**config.mk**
```make
export PLATFORM = sky130hd
export DESIGN_NAME = pc_sequencer
export DESIGN_NICKNAME = d
export VERILOG_FILES = /design/src/rtl/pc_sequencer_pkg.sv /design/src/rtl/pc_sequencer_next_pc_calc.sv /design/src/rtl/pc_sequencer.sv
export SDC_FILE = /design/constraint.sdc
export NUM_CORES = 1
export LEC_CHECK = 0
export ABC_AREA = 1
export ABC_CLOCK_PERIOD_IN_PS = 3250
export BUFFER_PORTS_ARGS = -buffer_cell sky130_fd_sc_hd__buf_2
export CAP_MARGIN = 25
export CORE_ASPECT_RATIO = 1.4
export CORE_MARGIN = 2
export CORE_UTILIZATION = 45
export DETAILED_ROUTE_END_ITERATION = 10
export GPL_ROUTABILITY_DRIVEN = 0
export PLACE_DENSITY = 0.68
export SLEW_MARGIN = 20
export SYNTH_ARGS = -nofsm -noshare
export SYNTH_HDL_FRONTEND = slang
export SYNTH_SLANG_ARGS = --single-unit
```
**constraint.sdc**
```tcl
create_clock -name clk -period 3.25 [get_ports clk]
set_clock_uncertainty 0.2 [all_clocks]
set_input_delay 0.4875 -clock clk [delete_from_list [all_inputs] [get_ports clk]]
set_output_delay 0.4875 -clock clk [all_outputs]
set_load 0.1 [all_outputs]
```
**src/rtl/pc_sequencer_pkg.sv**
```systemverilog
// Shared CPU definitions: sequencer state encoding, opcode classes, link register.
// Latency: n/a (constants, types and a pure helper function only).
// Backpressure: n/a.
package pc_sequencer_pkg;

  typedef enum logic [2:0] {
    ST_HALT   = 3'd0,
    ST_FETCH  = 3'd1,
    ST_DECODE = 3'd2,
    ST_EXEC   = 3'd3,
    ST_LINK   = 3'd4,
    ST_FAULT  = 3'd5
  } state_t;

  // Opcode classes understood by both the decoder and the next-PC logic.
  localparam logic [10:0] CODE_BRANCH      = 11'd31;
  localparam logic [10:0] CODE_BRANCH_LINK = 11'd32;

  // Register written with the return address on branch-and-link.
  localparam logic [3:0]  LINK_REG         = 4'd14;

  // Sign-extend a 24-bit word offset to the 32-bit PC width.
  function automatic logic [31:0] sext32(input logic [23:0] v);
    return {{8{v[23]}}, v};
  endfunction

endpackage

```
**src/rtl/pc_sequencer_next_pc_calc.sv**
```systemverilog
// Next-PC and link-value arithmetic for the sequencer; all sums wrap modulo 2^32.
// Latency: purely combinational, zero cycles.
// Backpressure: none; outputs follow inputs.
module next_pc_calc #(
  parameter logic [10:0] CODE_BRANCH      = pc_sequencer_pkg::CODE_BRANCH,
  parameter logic [10:0] CODE_BRANCH_LINK = pc_sequencer_pkg::CODE_BRANCH_LINK
) (
  input  logic [31:0] pc,
  input  logic [10:0] code,
  input  logic [23:0] offset,
  output logic [31:0] next_pc,
  output logic [31:0] link_value
);
  import pc_sequencer_pkg::*;

  // Branches take the signed offset, everything else falls through to pc+1.
  always_comb begin
    link_value = pc + 32'd1;
    if ((code == CODE_BRANCH) || (code == CODE_BRANCH_LINK)) begin
      next_pc = pc + sext32(offset);
    end else begin
      next_pc = link_value;
    end
  end

endmodule

```
**src/rtl/pc_sequencer.sv**
```systemverilog
// Fetch/decode/execute sequencer owning the PC, branch redirect and r14 link write.
// Latency: one state per stage; instr_valid and exec_start are registered pulses.
// Backpressure: imem_req and rf_link_we are held until their ack; decode/exec wait on ctl_valid/exec_done.
module pc_sequencer #(
  parameter logic [31:0] RESET_PC         = 32'd0,
  parameter logic [10:0] CODE_BRANCH      = pc_sequencer_pkg::CODE_BRANCH,
  parameter logic [10:0] CODE_BRANCH_LINK = pc_sequencer_pkg::CODE_BRANCH_LINK,
  parameter logic [3:0]  LINK_REG         = pc_sequencer_pkg::LINK_REG,
  parameter logic [7:0]  FETCH_TIMEOUT    = 8'd255
) (
  input  logic        clk,
  input  logic        reset_n,
  input  logic        run,
  output logic        imem_req,
  output logic [31:0] imem_addr,
  input  logic        imem_ack,
  input  logic [31:0] imem_rdata,
  output logic [31:0] instr,
  output logic        instr_valid,
  input  logic        ctl_valid,
  input  logic [10:0] ALUCtl_code,
  input  logic [23:0] br_address,
  output logic        exec_start,
  input  logic        exec_done,
  output logic        rf_link_we,
  output logic [3:0]  rf_link_addr,
  output logic [31:0] rf_link_data,
  input  logic        rf_link_ack,
  output logic [31:0] pc,
  output logic [31:0] retire_count,
  output logic        halted,
  output logic        fault
);
  import pc_sequencer_pkg::*;

  state_t      state;
  state_t      next_state;
  logic [7:0]  wait_cnt;
  logic [10:0] code_q;
  logic [23:0] offset_q;
  logic [31:0] next_pc;
  logic [31:0] link_value;
  logic        fetch_timeout;
  logic        is_link;
  logic        retire;

  next_pc_calc #(
    .CODE_BRANCH      (CODE_BRANCH),
    .CODE_BRANCH_LINK (CODE_BRANCH_LINK)
  ) u_next_pc (
    .pc         (pc),
    .code       (code_q),
    .offset     (offset_q),
    .next_pc    (next_pc),
    .link_value (link_value)
  );

  // An ack in the timeout cycle wins, so the timeout term excludes imem_ack.
  assign fetch_timeout = (state == ST_FETCH) && !imem_ack &&
                         (wait_cnt == (FETCH_TIMEOUT - 8'd1));
  assign is_link       = (code_q == CODE_BRANCH_LINK);
  assign retire        = ((state == ST_EXEC) && exec_done && !is_link) ||
                         ((state == ST_LINK) && rf_link_ack);

  // State register; reset drops every request output at once.
  always_ff @(posedge clk or negedge reset_n) begin
    if (!reset_n) begin
      state <= ST_HALT;
    end else begin
      state <= next_state;
    end
  end

  // Next-state selection; run is only looked at in HALT and at retire.
  always_comb begin
    next_state = state;
    unique case (state)
      ST_HALT:   if (run) next_state = ST_FETCH;
      ST_FETCH: begin
        if (imem_ack)           next_state = ST_DECODE;
        else if (fetch_timeout) next_state = ST_FAULT;
      end
      ST_DECODE: if (ctl_valid) next_state = ST_EXEC;
      ST_EXEC: begin
        if (exec_done) begin
          if (is_link) next_state = ST_LINK;
          else         next_state = run ? ST_FETCH : ST_HALT;
        end
      end
      ST_LINK:   if (rf_link_ack) next_state = run ? ST_FETCH : ST_HALT;
      ST_FAULT:  next_state = ST_FAULT;
      default:   next_state = ST_FAULT;
    endcase
  end

  // Level outputs decoded straight from the state.
  always_comb begin
    imem_req   = (state == ST_FETCH);
    rf_link_we = (state == ST_LINK);
    halted     = (state == ST_HALT);
    fault      = (state == ST_FAULT);
  end

  assign imem_addr    = pc;
  assign rf_link_addr = LINK_REG;

  // Datapath: PC, captured instruction/control, pulses, retire and fetch-wait counters.
  always_ff @(posedge clk or negedge reset_n) begin
    if (!reset_n) begin
      pc           <= RESET_PC;
      retire_count <= 32'd0;
      instr        <= 32'd0;
      instr_valid  <= 1'b0;
      exec_start   <= 1'b0;
      code_q       <= 11'd0;
      offset_q     <= 24'd0;
      rf_link_data <= 32'd0;
      wait_cnt     <= 8'd0;
    end else begin
      instr_valid <= (state == ST_FETCH) && imem_ack;
      exec_start  <= (state == ST_DECODE) && ctl_valid;
      if ((state == ST_FETCH) && imem_ack) begin
        instr <= imem_rdata;
      end
      if ((state == ST_DECODE) && ctl_valid) begin
        code_q   <= ALUCtl_code;
        offset_q <= br_address;
      end
      if ((state == ST_EXEC) && exec_done) begin
        pc <= next_pc;
        if (is_link) begin
          rf_link_data <= link_value;
        end
      end
      if (retire) begin
        retire_count <= retire_count + 32'd1;
      end
      if ((state == ST_FETCH) && !imem_ack) begin
        wait_cnt <= wait_cnt + 8'd1;
      end else begin
        wait_cnt <= 8'd0;
      end
    end
  end

endmodule
```
==> key figures, run 1 <==
Outcome
  – Status: completed

Routing
  – Iter 0 DRT Violations: 810
  – Routed WL: 33250 um
  – Antenna-violating nets left: 0
  – Detailed Routing Iterations Pass 1: 8
  – # DRC: 0
  – Total number of vias: 11030
  – Detailed-route wire length per cell: 15.33 um
  – Via/cell ratio: 5.085

Global routing
  – Vias in the first global route: 10370
  – Global-route wire length before repair: 53240 um
  – Top Usage Layer GRT: met2
  – Initial antenna violation count: 0
  – Met1 GRT Util: 33.77%
  – Global-route met2 utilization: 43.07%
  – GR Util All Layers: 25.97%
  – GRT Residual Overflow: 0
  – Met3 GRT Util: 3.951%
  – Largest net degree at the start of global routing: 86

Floorplanning
  – DIE WIDTH: 137.8 um
  – Floorplan core area: 24670 um2
  – DIE AREA: 26350 um2
  – Row Count: 68
  – # IOs: 244
  – Starting Density: 45.69%
  – Die Y-Extent: 191.3 um

Synthesis
  – Commonest register cell after synthesis: dfrtp_1
  – Synth top area cells: dfrtp_1 39%, nand2_1 23%, inv_1 5.9%, nor2_1 4.0%, ha_1 3.9%
  – Synth top area share: 39.06%
  – Yosys Warn Count: 0
  – Leading area contributor after synthesis: dfrtp_1
  – Mapped cell area: 11270 um2
  – Syn_area_per_cell: 6.871 um2
  – Post-synth ARST share: 100.0%
  – Yosys reg bits: 176
  – Number of synthesized flops with an enable pin: 0
  – Netlist cell types: 46
  – Seq/Total Area, Yosys: 39.06%
  – Cells after synthesis: 1641

Layout
  – Reg area: 4404 um2
  – Ant. Diodes: 0
  – Layout cell share with drive strength beyond 1: 16.94%
  – Area grow syn2layout: 16.65%
  – Multi-input gate area: 5732 um2
  – FILL cells: 2523
  – Nets@finish: 1951

STA
  – Fin crit share: 78.25%
  – Setup violations, final: 0
  – Fmax: 393.2 MHz
  – Min cycle time layout: 2.543 ns
  – Final Max Slew Viols: 0
  – RSZ-0062 raised after global routing: false
  – Final TNS setup: 0 ns
  – Setup ws final: 0.7068 ns
  – Slew margin rel.: 39.94%
  – Worst-margin pin slew: 0.8999 ns
  – Final Hold Fails: 0

Pwr
  – VDD IR-drop max: 1.017 mV
  – Power density over the cells: 1147 nW/um2
  – Sw Ratio: 60.14%
  – Flop pwr share: 23.6%
  – Clock power frac: 14.5%
  – P_sw: 9.069 mW
  – Combinational Power Share: 61.9%
  – Pleak: 7.376 nW
  – Internal power: 6.012 mW

Clock network
  – CTS tree: built
  – Sink Count: 176
  – Clock tree buffer depth: 2
  – CTS H-tree lvls: 4
  – CTS root buffer: clkbuf_16
  – Clock Latency Late Sink: 0.45 ns
  – Num CTS Buffers: 17
  – CTS clk-pin slew, worst paths: 0.08 ns

Setup path
  – Reg2Reg Setup Slack: 0.71 ns
  – Most used cell, CP: nand2_1
  – CP required: 3.41 ns
  – Crit-path cells: ha_1, fa_1, nand3_1, nand3_1, nand2_1, nand2_1, nand2_1, nand2_1, nand2_1, nand3_1, a22oi_1
  – Critical Setup Path Class: reg2reg
  – Startpoint Class: flip-flop
  – Crit path largest cell delay: 0.46 ns
  – Capturing element type of the critical path: flip-flop
  – Crit Path Max Fanout: 8
  – Worst-path cell with the longest stage delay: dfrtp_1
  – CP arrival: 2.70 ns

Job
  – Max-Cap Viols: 0

Place
  – Port-buffer cells: 239
  – Setup Slack @ Placement: 0.7867 ns
  – Post-DP HPWL: 25790 um

Min path
  – Min-delay worst type: in2reg
-- power by group through the flow --
stage	Sequential (mW)	Clock, mW	Combinational (mW)
detailed placement	3.59	0	9.28
finish	3.56	2.18	9.34
global placement	3.57	0	9.22
global route	3.66	2.32	10.1
CTS	3.56	2.23	9.31
floorplan	6.50	0	4.65
-- layout by cell type (no fill, tap or decap), drive strengths merged, types with 2 or more instances in the layout --
cell type / instances
nand2: 699
buf: 248
inv: 190
dfrtp: 176
nor2: 126
nand3: 65
o21ai: 63
a21oi: 49
nor3: 48
xor2: 47
ha: 35
clkbuf: 19
nand4: 16
nand3b: 9
a21boi: 8
xnor2: 7
or2: 6
o21bai: 5
clkinv: 5
nor4: 4
a22oi: 4
o211ai: 4
conb: 4
bufinv: 3
a31oi: 2
a2bb2oi: 2
clkinvlp: 2
-- state kept, by name, indices dropped and copies added (netlist names) --
signal,flops
state,3
instr,32
imem_addr,32
exec_start,1
offset_q,24
wait_cnt,8
retire_count,32
rf_link_data,32
instr_valid,1
code_q,11
-- through the flow --
| step | util, % | power [mW] | cell area [um2] | hold WS (ns) | instances |
|---|---|---|---|---|---|
| after global routing | 53.30 | 16.07 | 13150 | 0.02982 | 2169 |
| after global placement | 50.79 | 12.79 | 12530 | 0.1855 | 2136 |
| after CTS | 53.30 | 15.10 | 13150 | 0.01086 | 2169 |
| final | 53.30 | 15.08 | 13150 | 0.02356 | 2169 |
| after floorplan | - | 11.15 | 11280 | -0.008091 | 1643 |
| after detailed placement | 50.79 | 12.87 | 12530 | 0.1904 | 2136 |
-- critical path, delay by kind of cell (launching register included) --
kind,cells,cell delay (ns)
flops,1,0.46
compound gates,1,0.22
simple gates,8,0.85
fa+ha+maj,2,0.71
-- layer usage --
layer  vias to the layer above  wire [um]
li1                       5493          -
met1                      5079      14230
met2                       389      16110
met3                        69       1857
met4                         0       1048
met5                         -          0
-- synthesized netlist by cell type (5+ instances only) --
| cell | number |
|---|---|
| nor2_1 | 120 |
| buf_2 | 16 |
| nand2_1 | 694 |
| o21bai_1 | 5 |
| o21ai_0 | 46 |
| dfrtp_1 | 176 |
| xor2_1 | 47 |
| o21ai_1 | 17 |
| buf_4 | 36 |
| nor3_1 | 40 |
| ha_1 | 35 |
| clkbuf_1 | 12 |
| xnor2_1 | 7 |
| nand4_1 | 16 |
| nor3_2 | 8 |
| nor2_2 | 5 |
| nand3_1 | 63 |
| inv_2 | 8 |
| nand3b_1 | 9 |
| inv_1 | 178 |
| a21boi_0 | 8 |
| a21oi_1 | 49 |
-- worst paths after layout --
check | start | end | depth (start not counted)
setup / recovery | imem_addr[0] | imem_addr[16] | 11
hold / removal | ALUCtl_code[0] | code_q[0] | 3
setup reg to reg | imem_addr[0] | imem_addr[16] | 11
hold reg to reg | rf_link_data[1] | rf_link_data[1] | 2
max in group asynchronous | reset_n | instr[23] | 3
min in group asynchronous | reset_n | imem_addr[6] | 2
-- final cells by class --
type                            count  share of cell area (%)
Clock buffer                       19                   3.292
Clock inverter                     13                   1.341
Inverter                          187                   5.375
Multi-Input combinational cell   1210                   43.58
Sequential cell                   176                   33.49
Tap cell                          315                   2.997
Timing Repair Buffer              249                   9.923
-- what timing repair did --
action                    CTS  global route
gates resized for setup     0             0
hold endpoints to repair   25             0
hold buffers                1             0
setup buffers               0             0
-- kinds of logic (layout without fill, tap and decap cells) --
family          count (synthesis)  in the layout  share of synthesized area (%)
xor+xnor                       54             54                          4.195
simple gates                  976            976                          35.59
fa+ha+maj                      36             36                          4.062
buf+inv                       257            468                          10.19
flops                         176            176                          39.06
compound gates                140            140                          6.836
other cells                     2              4                        0.06661
Note: power is estimated with default switching activity, not from simulation.
==> inputs of run 2 (changes only) <==
- ABC_CLOCK_PERIOD_IN_PS: 3250 -> 2300
- PLACE_DENSITY: 0.68 -> 0.71
- clock period: 3.25 -> 2.3 ns (I/O delays scaled with it)
==> key figures, run 2 (synthesis gave the netlist of run 1 again) <==
Outcome
  – Status: completed (unchanged)

Setup path
  – Startpoint Class: flip-flop (unchanged)
  – CP arrival: 2.40 ns (was 2.70 ns)
  – Worst-path cell with the longest stage delay: dfrtp_4 (was dfrtp_1)
  – CP Buf/Inv Count: 0 (unchanged)
  – CP required: 2.46 ns (was 3.41 ns)
  – Crit-path cells: ha_4, fa_2, nand3_2, nand3_2, nand3_2, nand3_2, nand2_1, nand2_1, nand2_1, nand3_1, a21boi_1 (was ha_1, fa_1, nand3_1, nand3_1, nand2_1, nand2_1, nand2_1, nand2_1, nand2_1, nand3_1, a22oi_1)
  – Critical Setup Path Class: reg2reg (unchanged)
  – Capturing element type of the critical path: flip-flop (unchanged)
  – Crit path largest cell delay: 0.52 ns (was 0.46 ns)
  – Crit Path Max Fanout: 5 (was 8)
  – Delay-heaviest family, CP: simple AND/OR/NAND/NOR gates (unchanged)
  – Most used cell, CP: nand3_2 (was nand2_1)

STA
  – Min cycle time layout: 2.231 ns (was 2.543 ns)
  – Setup violations, final: 0 (unchanged)
  – Fin crit share: 97.01% (was 78.25%)
  – Fmax: 448.2 MHz (was 393.2 MHz)
  – RSZ-0062 raised after global routing: true (was false)
  – Setup ws final: 0.06879 ns (was 0.7068 ns)
  – Final Hold Fails: 0 (unchanged)
  – Worst-margin pin slew: 0.9190 ns (was 0.8999 ns)
  – Slew margin rel.: 38.66% (was 39.94%)
  – Final Max Slew Viols: 0 (unchanged)

Floorplanning
  – Floorplan core area: 24670 um2 (unchanged)
  – DIE AREA: 26350 um2 (unchanged)
  – Starting Density: 45.69% (unchanged)
  – DIE WIDTH: 137.8 um (unchanged)
  – Die Y-Extent: 191.3 um (unchanged)
  – # IOs: 244 (unchanged)
  – Row Count: 68 (unchanged)

Layout
  – Most common cell after layout, fill and taps aside: nand2_1 (unchanged)
  – Ant. Diodes: 0 (unchanged)
  – Nets@finish: 2068 (was 1951)
  – Area grow syn2layout: 29.41% (was 16.65%)
  – Reg area: 4462 um2 (was 4404 um2)
  – FILL cells: 2216 (was 2523)
  – Layout cell share with drive strength beyond 1: 23.54% (was 16.94%)
  – Most frequent cells in the layout: 676 x nand2_1, 237 x buf_2, 178 x inv_1 (was 694 x nand2_1, 238 x buf_2, 178 x inv_1)
  – Multi-input gate area: 6068 um2 (was 5732 um2)
  – Fin area: 14590 um2 (was 13150 um2)

Routing
  – Antenna-violating nets left: 0 (unchanged)
  – Routed WL: 35620 um (was 33250 um)
  – Total number of vias: 11730 (was 11030)
  – Via/cell ratio: 5.133 (was 5.085)
  – Detailed-route wire length per cell: 15.58 um (was 15.33 um)
  – Detailed Routing Iterations Pass 1: 7 (was 8)
  – Iter 0 DRT Violations: 822 (was 810)
  – # DRC: 0 (unchanged)

Clock network
  – CTS tree: built (unchanged)
  – CTS root buffer: clkbuf_16 (unchanged)
  – Num CTS Buffers: 17 (unchanged)
  – Sink Count: 176 (unchanged)
  – Clock tree buffer depth: 2 (unchanged)
  – CTS H-tree lvls: 4 (unchanged)
  – Clock Latency Late Sink: 0.44 ns (was 0.45 ns)
  – CTS clk-pin slew, worst paths: 0.07 ns (was 0.08 ns)

Place
  – Setup Slack @ Placement: 0.01581 ns (was 0.7867 ns)
  – Port-buffer cells: 239 (unchanged)
  – Cell Area, Placed: 13020 um2 (was 12530 um2)
  – Post-DP HPWL: 26560 um (was 25790 um)

Pwr
  – Power density over the cells: 1527 nW/um2 (was 1147 nW/um2)
  – VDD IR-drop max: 1.562 mV (was 1.017 mV)
  – Pleak: 7.867 nW (was 7.376 nW)

Global routing
  – Vias in the first global route: 11180 (was 10370)
  – Global-route wire length before repair: 55970 um (was 53240 um)
  – Initial antenna violation count: 0 (unchanged)
  – GRT Residual Overflow: 0 (unchanged)
  – GR Util All Layers: 27.35% (was 25.97%)
  – Largest net degree at the start of global routing: 47 (was 86)

Job
  – Max-Cap Viols: 0 (unchanged)

Min path
  – Min-delay worst type: in2reg (unchanged)
==> run 2: changes by cell type in the layout (fill, tap and decap cells not counted), sizes merged <==
| cell | change |
|---|---|
| buf | +48 |
| clkbuf | +2 |
| bufinv | -3 |
| dlygate4sd3 | +68 |
| clkinv | +2 |
==> run 2: path summary, 6_finish.rpt <==
check,start,end,slack (ns),cells past startpoint
worst max-delay path,imem_addr[0],imem_addr[20],0.07,11
worst min-delay path,imem_ack,wait_cnt[3],0.07,4
worst max register to register,imem_addr[0],imem_addr[20],0.07,11
worst min register to register,rf_link_data[10],rf_link_data[10],0.26,2
max in group asynchronous,reset_n,retire_count[8],0.98,3
min in group asynchronous,reset_n,rf_link_data[0],0.24,2
==> run 2: layout make-up <==
| type | instances | share of cell area, % |
|---|---|---|
| tap | 315 | 2.701 |
| multi-input combinational | 1210 | 41.59 |
| sequential | 176 | 30.58 |
| timing repair buffer | 366 | 16.49 |
| clock inverter | 12 | 0.7118 |
| clock buffer | 20 | 3.061 |
| inverter | 187 | 4.862 |
==> run 2: layer usage <==
layer | routed length, um | GRT usage (%) | vias to the layer above
li1 | - | - | 5729
met1 | 14550 | 35.05 | 5400
met2 | 17150 | 45.56 | 516
met3 | 2724 | 4.614 | 88
met4 | 1198 | 11.19 | 0
met5 | 0 | 0 | -
==> run 2: tightest hold or removal path, stage by stage <==
cell and delay [ns]:
buf_2 0.09, nor2_1 0.10, o21ai_0 0.09, a21oi_1 0.05
==> run 2: through the flow <==
stage / util (%) / instances / setup TNS [ns] / hold WS [ns] / total power, mW
detailed placement: 52.77 / 2183 / 0 / 0.1350 / 18.62
CTS: 57.82 / 2284 / 0 / 0.03812 / 21.56
finish: 59.13 / 2286 / 0 / 0.06590 / 22.28
floorplan: - / 1643 / 0 / -0.1506 / 15.84
global placement: 52.77 / 2183 / 0 / 0.1405 / 18.45
global route: 59.13 / 2286 / -0.09796 / 0.09033 / 23.62
==> run 2: repair_timing <==
action / in CTS / in global routing
buffers inserted: 0 / 2
hold buffers: 69 / 0
gates resized for setup: 1 / 69
endpoints found under the hold margin: 108 / 0
pin swaps: 0 / 4
endpoints found under the setup margin: 1 / 30
==> run 2: power breakdown <==
group	switching (mW)	internal [mW]
Clock	1.33	1.44
Combinational	11.0	3.43
Sequential	0.941	4.10
